## src/rtl/aibcr3_dll_scanload.sv

```systemverilog
// Scan-chain loader for the DLL delay line: converts a binary delay code into a thermometer
// tap pattern, shifts it MSB-first through SI/SE/SO, captures the old contents and can verify a readback.
module aibcr3_dll_scanload #(
  parameter int NTAP   = 64,
  parameter int CODE_W = 7
) (
  input  logic              CLKIN,
  input  logic              RST,
  input  logic              cfg_valid,
  output logic              cfg_ready,
  input  logic [CODE_W-1:0] cfg_code,
  input  logic              cfg_verify,
  output logic              oSE,
  output logic              oSI,
  input  logic              iSO,
  output logic [NTAP-1:0]   rd_bk,
  output logic              done,
  output logic              err
);

  localparam int CW = $clog2(NTAP);
  localparam logic [CW-1:0] LAST = CW'(NTAP - 1);

  typedef enum logic [1:0] {IDLE, LOAD, VERIFY, DONE} state_t;

  state_t            state, state_n;
  logic [CW-1:0]     cnt, cnt_n, idx, idx_n;
  logic [NTAP-1:0]   pat, pat_n, pat_calc, rdbk_n;
  logic [CODE_W-1:0] code_sat;
  logic              verify, verify_n, err_n, se_n, si_n, done_n, ready_n, last;

  // Thermometer pattern from the requested code; codes beyond the chain length saturate.
  always_comb begin
    code_sat = (cfg_code > CODE_W'(NTAP)) ? CODE_W'(NTAP) : cfg_code;
    for (int i = 0; i < NTAP; i++) begin
      pat_calc[i] = (CODE_W'(i) < code_sat);
    end
  end

  // Next-state logic; the registered SE/SI for a cycle are derived from where the FSM lands,
  // so SE drops on the very edge that completes the last shift.
  always_comb begin
    state_n  = state;
    cnt_n    = cnt;
    pat_n    = pat;
    verify_n = verify;
    err_n    = err;
    rdbk_n   = rd_bk;
    idx      = LAST - cnt;
    last     = (cnt == LAST);
    case (state)
      IDLE: begin
        if (cfg_valid && cfg_ready) begin
          pat_n    = pat_calc;
          verify_n = cfg_verify;
          err_n    = 1'b0;
          cnt_n    = '0;
          state_n  = LOAD;
        end
      end
      LOAD: begin
        rdbk_n[idx] = iSO;
        cnt_n       = last ? '0 : cnt + CW'(1);
        if (last) state_n = verify ? VERIFY : DONE;
      end
      VERIFY: begin
        if (iSO != pat[idx]) err_n = 1'b1;
        cnt_n = last ? '0 : cnt + CW'(1);
        if (last) state_n = DONE;
      end
      DONE:    state_n = IDLE;
      default: state_n = IDLE;
    endcase
    se_n    = (state_n == LOAD) || (state_n == VERIFY);
    idx_n   = LAST - cnt_n;
    si_n    = se_n & pat_n[idx_n];
    done_n  = (state_n == DONE);
    ready_n = (state_n == IDLE);
  end

  always_ff @(posedge CLKIN or posedge RST) begin
    if (RST) begin
      state     <= IDLE;
      cnt       <= '0;
      pat       <= '0;
      verify    <= 1'b0;
      err       <= 1'b0;
      rd_bk     <= '0;
      oSE       <= 1'b0;
      oSI       <= 1'b0;
      done      <= 1'b0;
      cfg_ready <= 1'b1;
    end else begin
      state     <= state_n;
      cnt       <= cnt_n;
      pat       <= pat_n;
      verify    <= verify_n;
      err       <= err_n;
      rd_bk     <= rdbk_n;
      oSE       <= se_n;
      oSI       <= si_n;
      done      <= done_n;
      cfg_ready <= ready_n;
    end
  end

endmodule
```

## config.mk

```make
export PLATFORM = sky130hd
export DESIGN_NAME = aibcr3_dll_scanload
export DESIGN_NICKNAME = d
export VERILOG_FILES = /design/src/rtl/aibcr3_dll_scanload.sv
export SDC_FILE = /design/constraint.sdc
export NUM_CORES = 1
export LEC_CHECK = 0
export CELL_PAD_IN_SITES_DETAIL_PLACEMENT = 0
export CELL_PAD_IN_SITES_GLOBAL_PLACEMENT = 1
export CORE_ASPECT_RATIO = 0.5
export CORE_MARGIN = 2
export CORE_UTILIZATION = 45
export DETAILED_ROUTE_END_ITERATION = 10
export DONT_BUFFER_PORTS = 1
export PLACE_DENSITY_LB_ADDON = 0.2
export SETUP_SLACK_MARGIN = 0.3
export SYNTH_ARGS = -nofsm -noshare
export SYNTH_HDL_FRONTEND = slang
export SYNTH_SLANG_ARGS = --single-unit
```

## constraint.sdc

```tcl
create_clock -name CLKIN -period 6.8 [get_ports CLKIN]
set_clock_uncertainty 0.15 [all_clocks]
set_input_delay 1.36 -clock CLKIN [delete_from_list [all_inputs] [get_ports CLKIN]]
set_output_delay 1.36 -clock CLKIN [all_outputs]
set_load 0.01 [all_outputs]
```

# Word level (Yosys, flattened, before mapping)
# Cells that the tools add are included.
# totals
output_inout_bits	69
elab_cells	122
input_bits	12
regBits	142
# classes
addsub	3
n_reduce_logical	9
n_eq_ne	10
n_mux	21
order_cmp	68
n_bitwise	1
# ops
op	n
$lt A6 B7 Y1 const A	32
$mux W64	2
$lt A5 B7 Y1 const A	16
$bwmux W64	1
$lt A4 B7 Y1 const A	8
$lt A3 B7 Y1 const A	4
$lt A1 B7 Y1 const A	2
$lt A2 B7 Y1 const A	2
$lt A6 B7 Y1 const B	2
$bmux W1 S6	2
$mux W6	2
$pmux W6 S2	1
$sub A6 B6 Y6 const A	2
$eq A2 B2 Y1 const B	4
$pmux W2 S4	1
$gt A7 B7 Y1 const B	1
$mux W7	1
$add A6 B1 Y6 const B	1
$demux W1 S6	1
$eq A6 B6 Y1 const B	1
$ge A6 B1 Y1 const B	1
$mux W1	6
$mux W2	3
$eq A2 B1 Y1 const B	2
11 further kinds	14

# Longest topological paths before layout
# depth
depth_word	8
ltp_mapped	13
ltp_nobuf	11

# Worst setup path after synthesis
# OpenSTA, ideal clock, no wires.
# synth_timing
path_type	input to register
startpoint	in cfg_valid
endpoint	reg oSI
stages	11
setup_slack_ns	2.930
n_path_buf	4
t_arrival_ns	3.640
path_cell_list	and3_1 > buf_2 > buf_2 > buf_2 > buf_2 > o32a_1 > ha_1 > o2111ai_1 > nand2b_1 > or4_1 > o211ai_2
# synth_between
word_cells_on_any_way	14
cone_classes	add/sub (1); eq/ne (2); mux (8); bitwise (1); reduce/logical (2)
# synth_rtl
element	line_no	source
start, declared	9	input logic cfg_valid,
$logic_and A1 B1 Y1 *	53	if (cfg_valid && cfg_ready) begin
$mux W2 *	53	
$pmux W2 S4 *	51	case (state)
via state_n[0]	26	state_t state, state_n;
$eq A2 B1 Y1 / $eq A2 B2 Y1 (equally long branches)	74	se_n = (state_n == LOAD) || (state_n == VERIFY);
$logic_or A1 B1 Y1 *	74	
via se_n	30	logic verify, verify_n, err_n, se_n, si_n, done_n, ready_n, last;
$and A1 B1 Y1 *	76	si_n = se_n & pat_n[idx_n];
via si_n	30	
end signal, assigned	101	oSI <= si_n;
end, declared	14	output logic oSI,
# The timed path passes the listed nets; every way through them passes the cells marked *. The select of a mux whose other input is x is not followed.
# A chain may end at the register's enable or synchronous reset.

# Worst setup path after layout
# layout_timing
startpoint	reg cnt[1]
endpoint	reg oSI
# layout_between
elab_chain_len	7
word_cells_on_any_way	15
cone_classes	add/sub (2); eq/ne (3); mux (8); bitwise (1); reduce/logical (1)
# layout_lines
element	line_no	source
start, declared	27	logic [CW-1:0] cnt, cnt_n, idx, idx_n;
start signal, assigned	95	cnt <= cnt_n;
$add A6 B1 Y6 / $eq A6 B6 Y1 (equally long branches)	63, 68, 50	
$mux W6	63, 68	
$pmux W6 S2	51	
$sub A6 B6 Y6	75	idx_n = LAST - cnt_n;
$bmux W1 S6	76	
$mux W1 (not written as such)	76	
$and A1 B1 Y1 *	76	
via si_n	30	
# Marked as above.

==> metrics.txt <==
count leader, synth dfrtp_1; Detail Placement HPWL 14.89 mm; share of post-route cells with drive strength above 1 0.1723; NumNets Final roughly 770; area share of the largest cell type after synthesis 0.4650; number of global-route vias before repair ~6000; area delta synth->final 8.772%; die area around 18000 um2; cell leakage power ~3.4 nW; dominant cell type by area after synthesis dfrtp_1; Iter 0 DRT Violations between 500 and 600; Initial Util 0.4618; Net Sw Frac 0.4133; dpl ws between 2 and 3 ns; MaxCap Viol Count 0; Finished Core Util 0.5023; Reg clk slew, reported paths approximately 0.070 ns; Hold Violations, Final 0; Worst Setup Slack, final approximately 2.8 ns; post-CTS sizing 0; crit share post-route 0.5828; multi-input logic area ~3700 um2; hold buffer count at cts 0; sequential-to-total area share from yosys stat 0.4684; Hold WC Path Type flip-flop to flip-flop; Post-synth EDFFs 0; cell internal pwr roughly 0.0021 W; Final Critical Period between 3 and 4 ns; die height 95.83 um; ys async rst share 1.000; RSZ-0062 raised after global routing no; crit path DAT ~4.2 ns; Unique masters post-synth 70; CP Class flip-flop to flip-flop; TNS Setup 0 ns; Post-synth top flop dfrtp_1; FF+latch count, synth 142; total wire length 22.37 mm; fin cells a little under 1000; first-pass GRT wire length around 36 mm; Area contributors post-synth dfrtp_1 (46%), mux2_2 (11%), nand2_1 (4.9%); combinational power share 0.366; pwr dens 428.5 nW/um2; Routed wire per std cell 22.53 um; VDD IR max about 0.00018 V; synth cell count leaders dfrtp_1 (141), nand2_1 (100), nor2_1 (93), mux2_2 (74), a21oi_1 (47); Setup Fix Bufs, Post-CTS 0; drt drc 0; syn nets between 800 and 900; sequential cell area between 3000 and 4000 um2; IO Pins 81; CP startpoint kind flip-flop; Placed Cells about 960; final slew viol count 0; switching power about 0.0015 W; Cells after Synth between 700 and 800; Req. time, crit path approximately 7.0 ns; I/O Buffers 0; outcome completed; vias per cell ~6.1; initial antenna violation count 0; Vias just over 6000; aggregate global-route resource usage 0.2586; Worst Hold Slack 0.3522 ns; FILL cells between 1500 and 2000; global route total overflow 0; Worst-Margin Slew about 0.9 ns; core area around 16000 um2; Final ANT Viol Nets 0; Clock Power Share 0.264; crit path max fanout 24; Max Fclk about 250 MHz; Cell Rows 33; Inserted Clock Buffers 17; number of diodes 0; chip width around 190 um; slew margin rel. 0.3685; mapped cell area about 7600 um2; later-pin clock latency in the skew report ~0.43 ns; Placer Congestion ~0.86; CTS tree done; final setup violation count 0; largest net degree at the start of global routing roughly 90; clock buffer depth 2; Syn Area/Cell between 9 and 10 um2; H-tree levels 4; Sink Count between 100 and 150; Ys Warns 0; Root Buffer clkbuf_16; sequential group share of total power 0.370; CP Capture Type flip-flop; TritonRoute pass-1 iters 5
[routing by layer]
layer | vias to the layer above | GRT usage | share of wire
li1 | 2731 | - | -
met1 | 3071 | 0.3666 | 0.48
met2 | 241 | 0.3830 | 0.42
met3 | 26 | 0.07948 | 0.092
met4 | 0 | 0.07152 | 0.012
met5 | - | 0 | 0
[flip-flops by register name, summed over array words and instances, names as in the netlist]
register,flops
cfg_ready,1
cnt,6
done,1
err,1
oSE,1
oSI,1
pat,64
rd_bk,64
state,2
verify,1
[kinds of logic (layout without fill, tap and decap cells)]
family          Yosys count  count (layout)  synth area share
xor+xnor                  1               1          0.001154
fa+ha+maj                 7               7           0.01154
mux                      99              99            0.1461
flops                   142             142            0.4684
buf+inv                  75              51           0.04122
compound gates          176             176            0.1561
simple gates            290             290            0.1754
[critical path: stages (launching register included)]
cell and delay (ns):
dfrtp_1 0.74, buf_4 0.37, ha_1 0.25, nor2b_1 0.06, o21ai_1 0.20, and2_4 0.41, clkinv_4 0.28, mux2i_1 0.18
a32o_1 0.21, o311a_1 0.35, or4_1 0.52, o211ai_2 0.15
[power groups by stage]
| stage | Clock, W | Sequential (W) | Combinational (W) |
|---|---|---|---|
| floorplan | 0 | 0.00125 | 0.000980 |
| global placement | 0 | 0.00131 | 0.00127 |
| detailed placement | 0 | 0.00132 | 0.00127 |
| CTS | 0.000940 | 0.00131 | 0.00128 |
| global route | 0.000977 | 0.00134 | 0.00142 |
| finish | 0.000934 | 0.00131 | 0.00129 |
[cells in the final DEF (no fill, tap or decap), drive strengths merged, types with 5 or more instances in the layout]
cell	netlist	layout
a211oi	7	7
a21oi	47	47
a221oi	7	7
a22o	11	11
a22oi	5	5
a31oi	6	6
and2	10	10
and3	8	8
buf	21	6
clkbuf	41	18
clkinv	1	6
dfrtp	141	141
ha	7	7
inv	12	20
mux2	74	74
mux2i	23	23
nand2	100	100
nand2b	7	7
nand3	24	24
nor2	93	93
nor2b	11	11
nor3	12	12
o211ai	7	7
o21ai	40	40
o22a	5	5
or2	6	6
[metrics by stage]
stage,cell area (um2),total power [W]
floorplan,7589,0.002228
global placement,7669,0.002583
detailed placement,7669,0.002589
CTS,8254,0.003521
global route,8254,0.003737
finish,8254,0.003537
[cell type report]
| type | count | area share |
|---|---|---|
| tap | 227 | 0.03441 |
| sequential | 142 | 0.4307 |
| multi-input combinational | 573 | 0.4514 |
| timing repair buffer | 6 | 0.005457 |
| clock buffer | 18 | 0.05321 |
| inverter | 13 | 0.007124 |
| clock inverter | 14 | 0.01774 |
[final timing paths]
check,startpoint,endpoint,slack [ns],cells after the start
max,cnt[1]$_DFF_PP0_,oSI$_DFF_PP0_,2.84,11
min reg2reg,verify$_DFFE_PP0P_,verify$_DFFE_PP0P_,0.35,2
min in group asynchronous,RST,rd_bk[11]$_DFFE_PP0P_,0.75,1
max in group asynchronous,RST,pat[41]$_DFF_PP0_,4.45,2
max reg2reg,cnt[1]$_DFF_PP0_,oSI$_DFF_PP0_,2.84,11
min,verify$_DFFE_PP0P_,verify$_DFFE_PP0P_,0.35,2
No activity file was read; power rests on OpenSTA's default activity.
